[src/rtl/bm_dag_serial_rx_pkg.sv]
// Shared definitions for the bit-serial operand receiver: FSM states,
// payload size derivation and field positions inside the payload.
package bm_dag_serial_rx_pkg;

    typedef enum logic [1:0] {
        ST_IDLE   = 2'd0,
        ST_DATA   = 2'd1,
        ST_PARITY = 2'd2,
        ST_STOP   = 2'd3
    } rx_state_e;

    localparam int A_LSB = 0;

    function automatic int data_bits(input int bits);
        return 2 * bits + 2;
    endfunction

    function automatic int b_lsb(input int bits);
        return bits;
    endfunction

    function automatic int c_pos(input int bits);
        return 2 * bits;
    endfunction

    function automatic int d_pos(input int bits);
        return 2 * bits + 1;
    endfunction

endpackage

[src/rtl/bm_dag_serial_rx_if.sv]
// Result handshake bundle between the receiver (master) and its consumer.
interface bm_dag_serial_rx_if #(
    parameter int BITS = 2
);
    logic            out_ready;
    logic            out_valid;
    logic [BITS-1:0] out0;
    logic            out1;
    logic [BITS-1:0] a_out;
    logic [BITS-1:0] b_out;
    logic            frame_err;
    logic            overrun;

    modport master (
        input  out_ready,
        output out_valid, out0, out1, a_out, b_out, frame_err, overrun
    );

    modport slave (
        output out_ready,
        input  out_valid, out0, out1, a_out, b_out, frame_err, overrun
    );
endinterface

[src/rtl/bm_dag_serial_rx_serial_frame_shift.sv]
// Payload deserialiser: LSB-first shift register, bit counter and running
// parity; done flags the last payload bit while it is being shifted in.
module serial_frame_shift #(
    parameter int DATA_BITS = 6
) (
    input  logic                 clk,
    input  logic                 rst_n,
    input  logic                 clr_i,
    input  logic                 shift_en_i,
    input  logic                 bit_i,
    output logic [DATA_BITS-1:0] payload_o,
    output logic                 par_o,
    output logic                 done_o
);
    localparam int CW = $clog2(DATA_BITS + 1);

    logic [DATA_BITS-1:0] sh_q, sh_d;
    logic [CW-1:0]        cnt_q, cnt_d;
    logic                 par_q, par_d;

    always_comb begin
        sh_d  = sh_q;
        cnt_d = cnt_q;
        par_d = par_q;
        if (clr_i) begin
            sh_d  = '0;
            cnt_d = '0;
            par_d = 1'b0;
        end else if (shift_en_i) begin
            // New bits enter at the top so the first bit ends up at bit 0.
            sh_d  = {bit_i, sh_q[DATA_BITS-1:1]};
            cnt_d = cnt_q + 1'b1;
            par_d = par_q ^ bit_i;
        end
    end

    always_ff @(posedge clk or negedge rst_n) begin
        if (!rst_n) begin
            sh_q  <= '0;
            cnt_q <= '0;
            par_q <= 1'b0;
        end else begin
            sh_q  <= sh_d;
            cnt_q <= cnt_d;
            par_q <= par_d;
        end
    end

    assign payload_o = sh_q;
    assign par_o     = par_q;
    assign done_o    = shift_en_i && (cnt_q == CW'(DATA_BITS - 1));

endmodule

[src/rtl/bm_dag_serial_rx.sv]
// Bit-serial operand receiver: frames {start, a, b, c, d, parity, stop},
// validates them and presents a+b / c-d over a valid/ready handshake.
module bm_dag_serial_rx
    import bm_dag_serial_rx_pkg::*;
#(
    parameter int BITS = 2
) (
    input  logic                 clock,
    input  logic                 reset_n,
    input  logic                 rx_in,
    bm_dag_serial_rx_if.master   bus
);
    localparam int DATA_BITS = data_bits(BITS);
    localparam int B_LSB     = b_lsb(BITS);
    localparam int C_POS     = c_pos(BITS);
    localparam int D_POS     = d_pos(BITS);

    rx_state_e state_q, state_d;

    logic [DATA_BITS-1:0] payload;
    logic                 run_par;
    logic                 data_done;
    logic                 start, shift_en;

    logic                 parbit_q, parbit_d;
    logic                 valid_q, valid_d;
    logic [BITS-1:0]      out0_q, out0_d;
    logic                 out1_q, out1_d;
    logic [BITS-1:0]      a_q, a_d;
    logic [BITS-1:0]      b_q, b_d;
    logic                 ferr_q, ovr_q;

    logic                 good, load, err, ovr;
    logic [BITS-1:0]      fa, fb;
    logic                 fc, fd;

    assign start    = (state_q == ST_IDLE) && !rx_in;
    assign shift_en = (state_q == ST_DATA);

    serial_frame_shift #(.DATA_BITS(DATA_BITS)) u_shift (
        .clk        (clock),
        .rst_n      (reset_n),
        .clr_i      (start),
        .shift_en_i (shift_en),
        .bit_i      (rx_in),
        .payload_o  (payload),
        .par_o      (run_par),
        .done_o     (data_done)
    );

    assign fa = payload[A_LSB +: BITS];
    assign fb = payload[B_LSB +: BITS];
    assign fc = payload[C_POS];
    assign fd = payload[D_POS];

    always_ff @(posedge clock or negedge reset_n) begin
        if (!reset_n) state_q <= ST_IDLE;
        else          state_q <= state_d;
    end

    always_comb begin
        state_d = state_q;
        unique case (state_q)
            ST_IDLE:   if (!rx_in)    state_d = ST_DATA;
            ST_DATA:   if (data_done) state_d = ST_PARITY;
            ST_PARITY:                state_d = ST_STOP;
            ST_STOP:                  state_d = ST_IDLE;
            default:                  state_d = ST_IDLE;
        endcase
    end

    // Frame evaluation and result-register update decisions.
    always_comb begin
        good     = 1'b0;
        load     = 1'b0;
        err      = 1'b0;
        ovr      = 1'b0;
        parbit_d = parbit_q;
        if (state_q == ST_PARITY) parbit_d = rx_in;
        if (state_q == ST_STOP) begin
            good = rx_in && !(run_par ^ parbit_q);
            err  = !good;
            load = good && (!valid_q || bus.out_ready);
            ovr  = good && !load;
        end

        valid_d = valid_q;
        out0_d  = out0_q;
        out1_d  = out1_q;
        a_d     = a_q;
        b_d     = b_q;
        if (load) begin
            valid_d = 1'b1;
            out0_d  = fa + fb;
            out1_d  = fc - fd;
            a_d     = fa;
            b_d     = fb;
        end else if (valid_q && bus.out_ready) begin
            valid_d = 1'b0;
        end
    end

    always_ff @(posedge clock or negedge reset_n) begin
        if (!reset_n) begin
            parbit_q <= 1'b0;
            valid_q  <= 1'b0;
            out0_q   <= '0;
            out1_q   <= 1'b0;
            a_q      <= '0;
            b_q      <= '0;
            ferr_q   <= 1'b0;
            ovr_q    <= 1'b0;
        end else begin
            parbit_q <= parbit_d;
            valid_q  <= valid_d;
            out0_q   <= out0_d;
            out1_q   <= out1_d;
            a_q      <= a_d;
            b_q      <= b_d;
            ferr_q   <= err;
            ovr_q    <= ovr;
        end
    end

    assign bus.out_valid = valid_q;
    assign bus.out0      = out0_q;
    assign bus.out1      = out1_q;
    assign bus.a_out     = a_q;
    assign bus.b_out     = b_q;
    assign bus.frame_err = ferr_q;
    assign bus.overrun   = ovr_q;

endmodule

[src/flat_wrapper.sv]
// flat-port wrapper written by rule: the top's interface ports become plain ports
module bm_dag_serial_rx_flat import bm_dag_serial_rx_pkg::*;
#(
    parameter int BITS = 2
)
  (clock, reset_n, rx_in, bus_out_ready, bus_out_valid, bus_out0, bus_out1, bus_a_out, bus_b_out, bus_frame_err, bus_overrun);
  bm_dag_serial_rx_if #(.BITS(BITS)) bus_i ();
  input  logic clock;
  input  logic reset_n;
  input  logic rx_in;
  input wire logic [$bits(bus_i.out_ready)-1:0] bus_out_ready;
  output wire logic [$bits(bus_i.out_valid)-1:0] bus_out_valid;
  output wire logic [$bits(bus_i.out0)-1:0] bus_out0;
  output wire logic [$bits(bus_i.out1)-1:0] bus_out1;
  output wire logic [$bits(bus_i.a_out)-1:0] bus_a_out;
  output wire logic [$bits(bus_i.b_out)-1:0] bus_b_out;
  output wire logic [$bits(bus_i.frame_err)-1:0] bus_frame_err;
  output wire logic [$bits(bus_i.overrun)-1:0] bus_overrun;
  assign bus_i.out_ready = bus_out_ready;
  assign bus_out_valid = bus_i.out_valid;
  assign bus_out0 = bus_i.out0;
  assign bus_out1 = bus_i.out1;
  assign bus_a_out = bus_i.a_out;
  assign bus_b_out = bus_i.b_out;
  assign bus_frame_err = bus_i.frame_err;
  assign bus_overrun = bus_i.overrun;
  bm_dag_serial_rx #(.BITS(BITS)) u_core (.clock(clock), .reset_n(reset_n), .rx_in(rx_in), .bus(bus_i));
endmodule
[config.mk]
export PLATFORM = sky130hd
export DESIGN_NAME = bm_dag_serial_rx_flat
export DESIGN_NICKNAME = d
export VERILOG_FILES = /design/src/rtl/bm_dag_serial_rx_pkg.sv /design/src/rtl/bm_dag_serial_rx_if.sv /design/src/rtl/bm_dag_serial_rx_serial_frame_shift.sv /design/src/rtl/bm_dag_serial_rx.sv /design/src/flat_wrapper.sv
export SDC_FILE = /design/constraint.sdc
export NUM_CORES = 1
export LEC_CHECK = 0
export ABC_CLOCK_PERIOD_IN_PS = 2400
export CAP_MARGIN = 20
export CORE_ASPECT_RATIO = 1.1
export CORE_MARGIN = 4
export CORE_UTILIZATION = 57
export DETAILED_ROUTE_END_ITERATION = 10
export GPL_TIMING_DRIVEN = 0
export HOLD_SLACK_MARGIN = 0.12
export PLACE_DENSITY = 0.82
export REMOVE_ABC_BUFFERS = 1
export SLEW_MARGIN = 5
export SYNTH_ARGS = -nofsm -noshare
export SYNTH_HDL_FRONTEND = slang
export SYNTH_SLANG_ARGS = --single-unit
export TNS_END_PERCENT = 10
[constraint.sdc]
create_clock -name clock -period 2.4 [get_ports clock]
set_clock_uncertainty 0.15 [all_clocks]
set_input_delay 0.36 -clock clock [delete_from_list [all_inputs] [get_ports clock]]
set_output_delay 0.36 -clock clock [all_outputs]
set_load 0.1 [all_outputs]
==> reports/metrics.cfg <==
[drt]
post_drt_via_cell_ratio = 5.351
drc = 0
wl_met1_um = 681
drtPass1Iterations = 2
wl_met2_um = 857
met3_wirelength_um = 52
wl_per_cell_um = 14.12
routed_wl_um = 1610
highest_layer = met4
first_iter_violations = 2
via_count = 610
ant_nets = 0

[finish]
area_growth_pct = 15.97
drive_gt1_frac = 0.1563
nets = 108
nFillCells = 131
antenna_cells = 0
instances_no_fill = 114

[clock_tree]
cts_buffer_depth = 2
clock-sinks = 23
insertion_delay_ns = 0.31
cts_setup_buffers = 0
cts_root_buf = clkbuf_4
h-tree-depth = 1
clk_pin_slew_worst_paths_ns = 0.12
cts_buffers = 3
postCtsHoldBufs = 0
ctsResizeCount = 0
cts_tree = built

[flow_run]
maxCapViolCount = 0

[min_path]
hp-class = in -> async

[global_routing]
grt_pass1_vias = 661
grt_pass1_wl_um = 2918
antenna_found_initial = 0
track_usage = 0.1527
grt_overflow = 0
grt_max_degree = 24

[sta]
rsz0062_at_grt = false
period_share = 0.9729
slew_headroom = 0.3517
maxSlewViolCount = 0
tightest_slew_ns = 0.9695
final-setup-viol-count = 0
finalHoldViolations = 0
timing.fmax_ghz = 0.4283
finalCriticalPeriod_ns = 2.335
finalSetupTns_ns = 0

[floorplanning]
fp.dieArea_um2 = 2643
start_util = 0.6025
fp-row-count = 16
die_h_um = 53.52
io_pins = 14
coreArea_um2 = 1782
die_x_um = 49.38

[placement]
port_buffers = 13
dp_hpwl_um = 1166
gp_congestion = 0.6956
dp_cells = 109

[logic_synthesis]
postSynthCellCount = 82
syn_area_um2 = 1074
syn_avg_cell_area_um2 = 13.09
synth-seq-area-share = 0.5361
synthDistinctLibCells = 23
ys_warn_count = 0
synth_seq_cells = 23

[setup_path]
worst-setup-path-type = reg -> out
path_cells = clkdlybuf4s50_1
cp_data_arrival_time_ns = 1.82
crit_cells = 1
critPathCaptureType = primary output
reg2regPathDepth = 5
cp_max_fo = 2
path_buf_inv = 1
startpoint_type = flop
cpMaxStageDelayCell = clkdlybuf4s50_1
max_stage_delay_ns = 1.14
critPathTopFamily = buffers and inverters
critPathRequiredTime_ns = 1.89

[outcome]
status = completed

-- sequential cells by signal (all words and copies together) (netlist names) --
name,flops
u_core.bus.a_out,2
u_core.bus.b_out,2
u_core.bus.frame_err,1
u_core.bus.out0,2
u_core.bus.out1,1
u_core.bus.out_valid,1
u_core.bus.overrun,1
u_core.parbit_q,1
u_core.state_q,2
u_core.u_shift.cnt_q,3
u_core.u_shift.par_o,1
u_core.u_shift.payload_o,6
-- path summary, 6_finish.rpt --
| path | start | to | slack, ns |
|---|---|---|---|
| setup / recovery | u_core.bus.out_valid | bus_out_valid | 0.07 |
| hold / removal | reset_n | u_core.bus.a_out[0] | 0.14 |
| setup reg to reg | u_core.state_q[1] | u_core.state_q[1] | 0.43 |
| hold reg to reg | u_core.bus.a_out[0] | u_core.bus.a_out[0] | 0.37 |
| max in group asynchronous | reset_n | u_core.u_shift.payload_o[1] | 1.55 |
| min in group clock | u_core.bus.a_out[0] | u_core.bus.a_out[0] | 0.37 |
-- through the flow --
stage               setup WS (ns)  utilization  cell area, um^2  hold WS, ns
global placement           0.4253       0.6749             1202       0.3457
CTS                       0.04405       0.6903             1230       0.3789
global route              0.01711       0.6987             1245       0.1422
floorplan                  0.4724            -             1050     -0.08559
finish                    0.06504       0.6987             1245       0.1415
detailed placement         0.4055       0.6749             1202       0.3424
-- cell usage after synthesis --
master,n,area share
o32a_1,1,0.0093
clkbuf_1,2,0.0070
buf_6,1,0.010
nand2_1,2,0.0070
a22o_1,1,0.0082
a21boi_1,2,0.014
inv_1,3,0.010
nor2_1,11,0.038
a21oi_1,1,0.0047
ha_1,7,0.082
mux2_1,1,0.010
nor2b_1,1,0.0058
nand2b_1,1,0.0058
and4_4,1,0.010
mux2_2,2,0.021
mux2_4,7,0.098
nand3_1,1,0.0047
buf_2,1,0.0047
o22a_1,1,0.0082
mux2i_1,5,0.047
dfrtp_1,23,0.54
xnor2_1,4,0.033
xor2_1,3,0.024
-- routing by layer --
layer,vias to the layer above,track usage
met5,-,0
li1,301,-
met3,2,0.03662
met1,299,0.1781
met4,0,0.08295
met2,8,0.2634
-- area by class of cell --
type,count,area [um^2],area share
timing repair buffer,14,145.1,0.1166
clock inverter,1,5.005,0.004020
inverter,3,11.26,0.009045
sequential,23,575.6,0.4623
multi-input combinational,52,462.9,0.3719
clock buffer,3,22.52,0.01809
tap,18,22.52,0.01809
-- placed cells by master, fill, tap and decap left out, drive strengths merged --
cell type	n
a21oi	1
xor2	3
nand2b	1
nand3	1
o22a	1
clkinv	1
ha	7
o32a	1
and4	1
dfrtp	23
mux2i	5
mux2	10
clkbuf	3
clkdlybuf4s50	13
inv	3
xnor2	4
buf	1
a21boi	2
nor2b	1
a22o	1
nor2	11
nand2	2
-- kinds of logic (layout without fill, tap and decap cells) --
kind of cell	after synthesis	after routing	share of synthesized area
flip-flops	23	23	0.5361
AND/OR/NAND/NOR	17	17	0.07227
multiplexers	15	15	0.1760
adder cells (fa/ha/maj)	7	7	0.08158
XOR/XNOR	7	7	0.05711
buffers and inverters	7	21	0.03263
AO/OA/AOI/OAI	6	6	0.04428
Power is not shown: default switching activity piles up to over one toggle a cycle in this logic, so the estimate is an artifact.
